[config.mk]
export PLATFORM = sky130hd
export DESIGN_NAME = mem_bus_arbiter
export DESIGN_NICKNAME = d
export VERILOG_FILES = /design/src/rtl/mem_bus_arbiter.sv
export SDC_FILE = /design/constraint.sdc
export NUM_CORES = 1
export LEC_CHECK = 0
export CORE_MARGIN = 1.5
export CORE_UTILIZATION = 30
export DETAILED_ROUTE_END_ITERATION = 8
export SLEW_MARGIN = 25
export SYNTH_ARGS = -nofsm -noshare
export SYNTH_HDL_FRONTEND = slang
export SYNTH_SLANG_ARGS = --single-unit
[constraint.sdc]
create_clock -name clk_in -period 2.6 [get_ports clk_in]
set_clock_uncertainty 0.05 [all_clocks]
set_input_delay 0.39 -clock clk_in [delete_from_list [all_inputs] [get_ports clk_in]]
set_output_delay 0.39 -clock clk_in [all_outputs]
set_load 0.05 [all_outputs]
[src/rtl/mem_bus_arbiter.sv]
// Round-robin arbiter sharing one memory bus between NUM_REQ requesters, one transaction in flight.
// Reads return data to the owner one cycle after mem_read_valid, or abort with rsp_err on timeout.
module mem_bus_arbiter #(
  parameter int NUM_REQ        = 2,
  parameter int ADDR_W         = 16,
  parameter int DATA_W         = 8,
  parameter int TIMEOUT_CYCLES = 64
) (
  input  logic                      clk_in,
  input  logic                      rst_in,
  input  logic [NUM_REQ-1:0]        req_valid,
  input  logic [NUM_REQ-1:0]        req_we,
  input  logic [NUM_REQ*ADDR_W-1:0] req_addr,
  input  logic [NUM_REQ*DATA_W-1:0] req_wdata,
  output logic [NUM_REQ-1:0]        req_ready,
  output logic [NUM_REQ-1:0]        rsp_valid,
  output logic [DATA_W-1:0]         rsp_data,
  output logic                      rsp_err,
  output logic [ADDR_W-1:0]         mem_addr,
  output logic [DATA_W-1:0]         mem_write_data,
  output logic                      mem_dispatch_read,
  output logic                      mem_dispatch_write,
  input  logic [DATA_W-1:0]         mem_read_data,
  input  logic                      mem_read_valid,
  output logic                      busy
);

  localparam int IDX_W = $clog2(NUM_REQ);
  localparam int CNT_W = $clog2(TIMEOUT_CYCLES);
  localparam logic [IDX_W-1:0]   LAST_IDX = IDX_W'(NUM_REQ - 1);
  localparam logic [CNT_W-1:0]   CNT_LAST = CNT_W'(TIMEOUT_CYCLES - 1);
  localparam logic [NUM_REQ-1:0] ONE_HOT0 = NUM_REQ'(1);

  typedef enum logic [1:0] {IDLE, DISPATCH, WAIT_RD, RESP} state_e;

  state_e             state_q;
  logic [IDX_W-1:0]   rr_ptr_q;
  logic [IDX_W-1:0]   owner_q;
  logic               we_q;
  logic [CNT_W-1:0]   cnt_q;
  logic [NUM_REQ-1:0] req_ready_q;
  logic [NUM_REQ-1:0] rsp_valid_q;
  logic [DATA_W-1:0]  rsp_data_q;
  logic               rsp_err_q;
  logic [ADDR_W-1:0]  mem_addr_q;
  logic [DATA_W-1:0]  mem_wdata_q;
  logic               mem_rd_q;
  logic               mem_wr_q;
  logic               busy_q;

  logic [ADDR_W-1:0]  addr_arr  [NUM_REQ];
  logic [DATA_W-1:0]  wdata_arr [NUM_REQ];

  for (genvar g = 0; g < NUM_REQ; g++) begin : g_slice
    assign addr_arr[g]  = req_addr[g*ADDR_W +: ADDR_W];
    assign wdata_arr[g] = req_wdata[g*DATA_W +: DATA_W];
  end

  logic             grant_vld;
  logic [IDX_W-1:0] owner_d;
  logic [IDX_W-1:0] cand;
  logic [IDX_W-1:0] rr_ptr_d;

  // Scan downward so the lowest offset from rr_ptr is the last (winning) assignment.
  always_comb begin
    grant_vld = 1'b0;
    owner_d   = '0;
    cand      = '0;
    for (int k = NUM_REQ - 1; k >= 0; k--) begin
      cand = IDX_W'((int'(rr_ptr_q) + k) % NUM_REQ);
      if (req_valid[cand]) begin
        grant_vld = 1'b1;
        owner_d   = cand;
      end
    end
    rr_ptr_d = (owner_d == LAST_IDX) ? '0 : owner_d + 1'b1;
  end

  always_ff @(posedge clk_in or posedge rst_in) begin
    if (rst_in) begin
      state_q     <= IDLE;
      rr_ptr_q    <= '0;
      owner_q     <= '0;
      we_q        <= 1'b0;
      cnt_q       <= '0;
      req_ready_q <= '0;
      rsp_valid_q <= '0;
      rsp_data_q  <= '0;
      rsp_err_q   <= 1'b0;
      mem_addr_q  <= '0;
      mem_wdata_q <= '0;
      mem_rd_q    <= 1'b0;
      mem_wr_q    <= 1'b0;
      busy_q      <= 1'b0;
    end else begin
      req_ready_q <= '0;
      rsp_valid_q <= '0;
      mem_rd_q    <= 1'b0;
      mem_wr_q    <= 1'b0;
      case (state_q)
        IDLE: begin
          if (grant_vld) begin
            owner_q     <= owner_d;
            we_q        <= req_we[owner_d];
            rr_ptr_q    <= rr_ptr_d;
            req_ready_q <= ONE_HOT0 << owner_d;
            mem_addr_q  <= addr_arr[owner_d];
            mem_wdata_q <= wdata_arr[owner_d];
            mem_rd_q    <= ~req_we[owner_d];
            mem_wr_q    <= req_we[owner_d];
            busy_q      <= 1'b1;
            state_q     <= DISPATCH;
          end
        end
        DISPATCH: begin
          cnt_q <= '0;
          if (we_q) begin
            busy_q  <= 1'b0;
            state_q <= IDLE;
          end else begin
            state_q <= WAIT_RD;
          end
        end
        WAIT_RD: begin
          // A response arriving on the expiry cycle still counts as good data.
          if (mem_read_valid) begin
            rsp_data_q  <= mem_read_data;
            rsp_err_q   <= 1'b0;
            rsp_valid_q <= ONE_HOT0 << owner_q;
            state_q     <= RESP;
          end else if (cnt_q == CNT_LAST) begin
            rsp_data_q  <= '0;
            rsp_err_q   <= 1'b1;
            rsp_valid_q <= ONE_HOT0 << owner_q;
            state_q     <= RESP;
          end else begin
            cnt_q <= cnt_q + 1'b1;
          end
        end
        RESP: begin
          busy_q  <= 1'b0;
          state_q <= IDLE;
        end
        default: begin
          busy_q  <= 1'b0;
          state_q <= IDLE;
        end
      endcase
    end
  end

  assign req_ready          = req_ready_q;
  assign rsp_valid          = rsp_valid_q;
  assign rsp_data           = rsp_data_q;
  assign rsp_err            = rsp_err_q;
  assign mem_addr           = mem_addr_q;
  assign mem_write_data     = mem_wdata_q;
  assign mem_dispatch_read  = mem_rd_q;
  assign mem_dispatch_write = mem_wr_q;
  assign busy               = busy_q;

endmodule

---- Word-level counts from Yosys, hierarchy flattened ----
Index checks and enable logic that the tools add are counted.
W data, S select, Z words.
word-level totals
  flip-flop bits (word level) ............. 51
  bits of input ports ..................... 63
  output and inout bits ................... 40
  word-level logic and storage cells ...... 84
operators by class
  add/subtract/negate cells ............... 3
  magnitude comparators ................... 4
  eq/ne operators ......................... 9
  shifts and indexed selects .............. 2
  multiplexer cells ....................... 41
  bitwise logic cells ..................... 2
  reductions and logical operators ........ 9
operators by type and width
  operator               number
  $mux W16               3
  $mux W8                5
  $mux W1                19
  $mux W2                9
  $mux W6                2
  $pmux W6 S2            1
  $ne A2 B2 Y1 const B   4
  $pmux W2 S4            1
  $add A6 B1 Y6 const B  1
  $eq A6 B6 Y1 const B   1
  $lt A1 B2 Y1 const B   3
  $reduce_and A2 Y1      3
  $reduce_and A3 Y1      2
  $eq A2 B2 Y1 const B   2
  $reduce_bool A2 Y1     2
  $shl A1 B1 Y2 const A  2
  $ne A3 B3 Y1 const B   1
  $pmux W1 S3            1
  $reduce_bool A3 Y1     1
  $add A1 B1 Y1 const B  2
  $eq A2 B1 Y1 const B   1
  $ge A2 B2 Y1 const B   1
  $logic_not A2 Y1       1
  $not A1 Y2             1
  $not A1 Y1             1

---- Logic depth before layout (Yosys ltp) ----
Gate-level depths: netlist of run 1.
  word-level depth ........................ 10
  mapped depth ............................ 5
  gate-level depth less buffers ........... 4

---- Worst setup path after synthesis of run 1 ----
OpenSTA, ideal clock, no wires.
  path kind ............................... register -> register
  from .................................... register cnt_q[0]
  to ...................................... register rsp_data_q[0], in the netlist rsp_data[0]
  setup time .............................. 126 ps
  arrival time ............................ 1291 ps
  required time ........................... 2424 ps
  path slack .............................. 1133 ps
  cell stages (with the launch flop) ...... 6
  buffers on the path ..................... 1
  clock period less this slack ............ 1467 ps
  path through ............................ dfrtp_1 > ha_1 > nand2_1 > clkbuf_1 > o211a_1 > a221o_1
between the ends
  longest elaborated chain between the ends .. 3
RTL lines
  element                       RTL line  source
  start, declared               40        logic [CNT_W-1:0] cnt_q;
  start signal, assigned        137       cnt_q <= cnt_q + 1'b1;
  $eq A6 B6 Y1                  131       end else if (cnt_q == CNT_LAST) begin
  $reduce_bool A2 Y1 (no line)  -
  $reduce_and A2 Y1 (no line)   -
  end signal, assigned          127       rsp_data_q <= mem_read_data;
  end, declared                 43        logic [DATA_W-1:0] rsp_data_q;
No other way between the ends.
A chain may end at the register's enable or synchronous reset.

---- Worst setup path after layout of run 1 ----
  from .................................... register busy_q, in the netlist busy
  to ...................................... output port busy
RTL lines
  element                 RTL line  source
  start, declared         49        logic busy_q;
  start signal, assigned  94        busy_q <= 1'b0;
  start signal, assigned  111       busy_q <= 1'b1;
  start signal, assigned  118       busy_q <= 1'b0;
  end, declared           25        output logic busy
No word-level cell between the ends.

==> summary.txt, run 1 <==
Outcome
  – Status: completed

Clocking
  – Cts hold-fix bufs: 0
  – CTS tree: built
  – Clock sink count: 51
  – Post-CTS Setup Bufs: 0
  – CTS Buffer Depth: 2
  – CTS Buf Count: 5
  – Clk pin slew, worst setup/hold paths: 100 ps
  – Post-cts resize count: 0
  – Htree depth: 2
  – Root cell of the clock tree: clkbuf_8
  – Worst skew pair latency: 310 ps

Synthesis
  – Net Count, Synth: 292
  – Post-synthesis cell count: 228
  – Number of synthesized flops with an enable pin: 0
  – Seq cells post-synth: 51
  – Syn. warnings: 0
  – Distinct cells, synth: 44
  – Prevailing post-synth register cell: dfrtp_1
  – Syn Area/Cell: 11.0 µm²
  – Post-synthesis sequential area ratio: 50.9%
  – Async SR Flop Fraction: 100%
  – Netlist Area Pre-Place: 0.00251 mm²

Route
  – Number of routed nets with antenna violations: 0
  – DR WL/cell: 16.4 µm
  – Detailed-route vias per instance: 5.34
  – DRC Markers: 0
  – DR pass1 iterations: 4
  – Detailed-route via count: 2,318
  – Final WL: 7140 µm
  – DRT iter0 DRCs: 87

Floorplanning
  – Die width: 94.4 µm
  – Initial Util: 30.7%
  – Core Region: 0.00818 mm²
  – FP Rows: 33
  – Number of I/O pins: 103
  – Die ar.: 0.00892 mm²
  – Chip height: 94.4 µm

Setup path
  – Critical-path cell list: clkdlybuf4s50_1
  – Crit path largest cell delay: 820 ps
  – Setup CP Type: flop to output port
  – Reg2reg end: cnt_q[4]
  – CP max-delay cell: clkdlybuf4s50_1
  – Reg2reg path depth: 4
  – Flop2flop setup slack: 840 ps
  – CP Capture Type: output port
  – Worst Path Buf+Inv: 1
  – Largest delay share family, worst path: buffers and inverters
  – CP max FO: 3
  – Worst EP required: 2160 ps
  – CP arrival: 1540 ps
  – Setup crit start kind: flop

STA
  – Worst slew pin tran: 521 ps
  – # setup viols final: 0
  – Slew Limit Fails: 0
  – Shortest period the worst path allows: 1980 ps
  – Slew margin rel.: 65.2%
  – Crit share post-route: 76.0%
  – Setup tns final: 0 ps
  – RSZ-0062 raised after global routing: false
  – Hold Vio Cnt, Final: 0
  – FMAX: 0.506 GHz

Cells and area
  – Commonest non-fill, non-tap cell in the layout: clkdlybuf4s50_1
  – Layout cells sized above 1: 9.12%
  – P&R area growth vs syn: 49.1%
  – Most frequent cells in the layout: 102 x clkdlybuf4s50_1, 51 x dfrtp_1, 21 x a221o_1
  – Final nets: 392
  – # diodes: 0
  – Layout fillers: 781

Global route
  – Grt ovf: 0
  – Vias in the first global route: 2,337
  – GRT Resource Usage Total: 16.5%
  – First-pass GRT wire length: 11,600 µm
  – Antenna violations before repair: 0
  – Largest net degree at the start of global routing: 25

Placed design
  – Global placement routability congestion: 0.768
  – Detailed Place HPWL: 5100 µm
  – Buffers on Ports: 102

Run
  – Max-cap viol count: 0

Power and ir drop
  – Worst VDD drop: 0.000549 V
  – PD cells: 1210 mW/mm²
  – Leak: 1.49 nW
  – Total Power: 4.53 mW

Worst hold path
  – Hold Crit Class: primary input to async pin
==> cell usage after synthesis, drive strengths merged (2+ instances only) <==
cell type / instances / share of area [%]
and2: 2 / 0.50
nor3: 3 / 0.60
dfrtp: 51 / 51
a31oi: 14 / 3.5
nor2b: 2 / 0.60
a211oi: 4 / 1.2
clkbuf: 8 / 1.2
nor2: 6 / 1.3
buf: 12 / 3.4
o211a: 8 / 3.2
and3: 2 / 0.50
o21ai: 14 / 2.8
a21o: 2 / 0.60
a221o: 21 / 8.4
nand3: 3 / 0.60
o2111ai: 2 / 0.70
a21boi: 13 / 3.9
nand2b: 2 / 0.50
o211ai: 14 / 4.2
nand2: 10 / 1.5
inv: 6 / 0.90
a21oi: 16 / 3.2
==> per-stage QoR <==
step	cell area, µm²	hold slack (ps)	worst slack (ps)	util [%]	instances
3_3_place_gp	3630	412	620	44.4	426
2_1_floorplan	2510	377	930	-	228
4_1_cts	3740	378	608	45.7	434
3_5_place_dp	3630	401	604	44.4	426
6_report	3740	366	625	45.7	434
5_1_grt	3740	408	565	45.7	434
==> report_power, final <==
| part | switching [mW] | total [mW] | internal (mW) |
|---|---|---|---|
| registers | 0.257 | 1.38 | 1.12 |
| logic | 1.62 | 2.59 | 0.973 |
| clock network | 0.274 | 0.561 | 0.287 |
==> logic make-up after synthesis <==
group                      synth area share [%]
and+or+nand+nor                            8.83
AOI/OAI and AO/OA                          34.0
adders and majority gates                 0.499
buffers and inverters                      5.83
DFF                                        50.9
==> how the worst max path moves through the flow <==
| stage | startpoint | endpoint | slack, ps | depth (start not counted) |
|---|---|---|---|---|
| 6_report | busy | busy | 620 | 1 |
| 4_1_cts | busy | busy | 610 | 1 |
| 2_1_floorplan | rst_in | async pin | 930 | 1 |
| 5_1_grt | busy | busy | 560 | 1 |
| 3_3_place_gp | req_valid[0] | mem_write_data[3] | 620 | 5 |
| 3_5_place_dp | req_valid[0] | mem_write_data[0] | 600 | 5 |
==> registers in the layout, summed over array words and instances (netlist names), named ones only <==
register and cells:
we_q 1, rsp_err 1, rsp_valid 2, mem_write_data 8, cnt_q 6, rsp_data 8
mem_dispatch_write 1, busy 1, rr_ptr_q 1, owner_q 1, mem_dispatch_read 1, mem_addr 16
req_ready 2, state_q 1
==> final cells by class <==
cell class,instances,area [µm²],area share (%)
multi-input combinational,150,1090,29.0
timing repair buffer,114,1110,29.7
sequential,51,1280,34.1
tap,105,131,3.51
clock inverter,3,43.8,1.17
clock buffer,5,68.8,1.84
inverter,6,22.5,0.602
==> routing by layer <==
metal / wire length (µm) / share of wire (%) / global-route usage (%)
met3: 445 / 6.2 / 3.46
met5: 0 / 0 / 0
met2: 3430 / 48 / 27.1
met1: 3210 / 45 / 22.5
met4: 44 / 0.62 / 3.36
No activity file was read; power rests on OpenSTA's default activity.
==> run 2: changes to the inputs <==
- clock period: 2.6 -> 1.85 ns (I/O delays scaled with it)
==> run 2 against run 1 <==
Net effect: wire length rose by 0.13%; register-to-register slack worse by 660 ps; flip-flop and latch count stayed put; power grew 38%; worst hold slack got worse by 140 ps; critical path depth is the same; clock power grew 11%; critical path type unchanged; highest routed layer unchanged; global-route usage barely moved.
==> summary.txt, run 2 (synthesized netlist as in run 1, its figures left out) <==
Setup path
  – Flop2flop setup slack: 180 ps
  – Setup CP Type: flop to output port
  – Worst Path Buf+Inv: 1
  – Reg2reg path depth: 4
  – Reg2reg end: rsp_data[0]
  – Worst R2R Start: cnt_q[0]
  – CP Capture Type: output port
  – CP max-delay cell: clkdlybuf4s50_1
  – Setup crit start kind: flop
  – CP arrival: 1470 ps
  – Largest delay share family, worst path: buffers and inverters
  – Critical-path cell list: clkdlybuf4s50_1
  – CP max FO: 2
  – Crit path largest cell delay: 810 ps
  – Worst EP required: 1520 ps

Clocking
  – Htree depth: 2
  – Worst skew pair latency: 300 ps
  – Clock sink count: 51
  – Root cell of the clock tree: clkbuf_8
  – CTS Buffer Depth: 2
  – CTS Buf Count: 5
  – Clk pin slew, worst setup/hold paths: 100 ps
  – Cts hold-fix bufs: 0
  – CTS tree: built

Global route
  – Vias in the first global route: 2,312
  – Antenna violations before repair: 0
  – GRT Resource Usage Total: 16.5%
  – First-pass GRT wire length: 11,600 µm
  – Largest net degree at the start of global routing: 23
  – Grt ovf: 0

Floorplanning
  – Chip height: 94.4 µm
  – FP Rows: 33
  – Die width: 94.4 µm
  – Core Region: 0.00818 mm²
  – Die ar.: 0.00892 mm²
  – Initial Util: 30.7%
  – Number of I/O pins: 103

Cells and area
  – Layout fillers: 766
  – Post-route insts no fill: 441
  – Final nets: 399
  – P&R area growth vs syn: 51.2%
  – Most frequent cells in the layout: 84 x clkdlybuf4s50_1, 51 x dfrtp_1, 26 x buf_4
  – Max reg flops: 16
  – # diodes: 0
  – Commonest non-fill, non-tap cell in the layout: clkdlybuf4s50_1
  – Finished Cell Area: 0.00379 mm²
  – Core Util, Final: 46.4%
  – Layout cells sized above 1: 13.4%

STA
  – Hold Vio Cnt, Final: 0
  – Setup WS post-layout: 50.3 ps
  – Crit share post-route: 97.3%
  – Setup tns final: 0 ps
  – Worst slew pin tran: 508 ps
  – FMAX: 0.556 GHz
  – RSZ-0062 raised after global routing: false
  – Slew margin rel.: 66.1%
  – Shortest period the worst path allows: 1800 ps
  – Slew Limit Fails: 0
  – # setup viols final: 0

Route
  – Final WL: 7150 µm
  – Detailed-route via count: 2,290
  – DRT iter0 DRCs: 72
  – Number of routed nets with antenna violations: 0
  – Detailed-route vias per instance: 5.19
  – DRC Markers: 0
  – DR WL/cell: 16.2 µm
  – DR pass1 iterations: 5

Power and ir drop
  – Leak: 1.58 nW
  – Worst VDD drop: 0.000830 V
  – PD cells: 1650 mW/mm²

Run
  – Max-cap viol count: 0

Placed design
  – Detailed Place HPWL: 5220 µm
  – Placed Cells: 433
  – Global placement routability congestion: 0.818
  – Buffers on Ports: 102
  – DP Worst Slack: -27.7 ps
  – Cell Area, Placed: 0.00369 mm²

Worst hold path
  – Hold Crit Class: primary input to async pin

Outcome
  – Status: completed
## run 2: changes by cell type in the layout (fill, tap and decap cells not counted)
| cell | change |
|---|---|
| buf_12 | +3 |
| buf_4 | +14 |
| bufinv_16 | -1 |
| clkbuf_1 | +2 |
| clkdlybuf4s50_1 | -18 |
| clkinv_4 | -1 |
| dlymetal6s2s_1 | +8 |
## run 2: area by class of cell
class | instances | area (µm²) | area share [%]
multi-input combinational | 150 | 1090 | 28.6
inverter | 6 | 22.5 | 0.594
clock inverter | 1 | 5.00 | 0.132
clock buffer | 7 | 76.3 | 2.01
tap | 105 | 131 | 3.46
timing repair buffer | 121 | 1200 | 31.5
sequential | 51 | 1280 | 33.6
## run 2: report_power, final
part	total (mW)	internal, mW	switching [mW]
Sequential	1.93	1.57	0.361
Combinational	3.72	1.42	2.30
Clock	0.623	0.267	0.356
## run 2: timing repair
item,in CTS,in global routing
gates resized for setup,0,8
endpoints found under the setup margin,0,8
buffers inserted,0,0
## run 2: stage by stage
step	total power, mW	hold WS [ps]
after floorplan	4.39	372
after global placement	5.67	406
after detailed placement	5.70	402
after CTS	6.35	234
after global routing	6.64	259
final	6.27	227
## run 2: worst max-delay path by stage
stage                 start            endpoint  slack (ps)  cells past startpoint
2_1_floorplan        rst_in           async pin         290                      1
3_3_place_gp   req_valid[1]  mem_dispatch_write         0.7                      5
3_5_place_dp   req_valid[1]         mem_addr[9]         -30                      4
4_1_cts         rsp_data[0]         rsp_data[0]           4                      1
5_1_grt         mem_addr[9]         mem_addr[9]         0.5                      1
6_report        mem_addr[9]         mem_addr[9]          50                      1
## run 2: per-layer routing
metal,up-vias,wire (µm),GRT usage (%),share of wire (%)
met2,80,3420,27.6,48
met4,0,21,3.48,0.29
met3,6,431,3.22,6.0
met5,-,0,0,0
li1,1109,-,-,-
met1,1095,3280,22.1,46
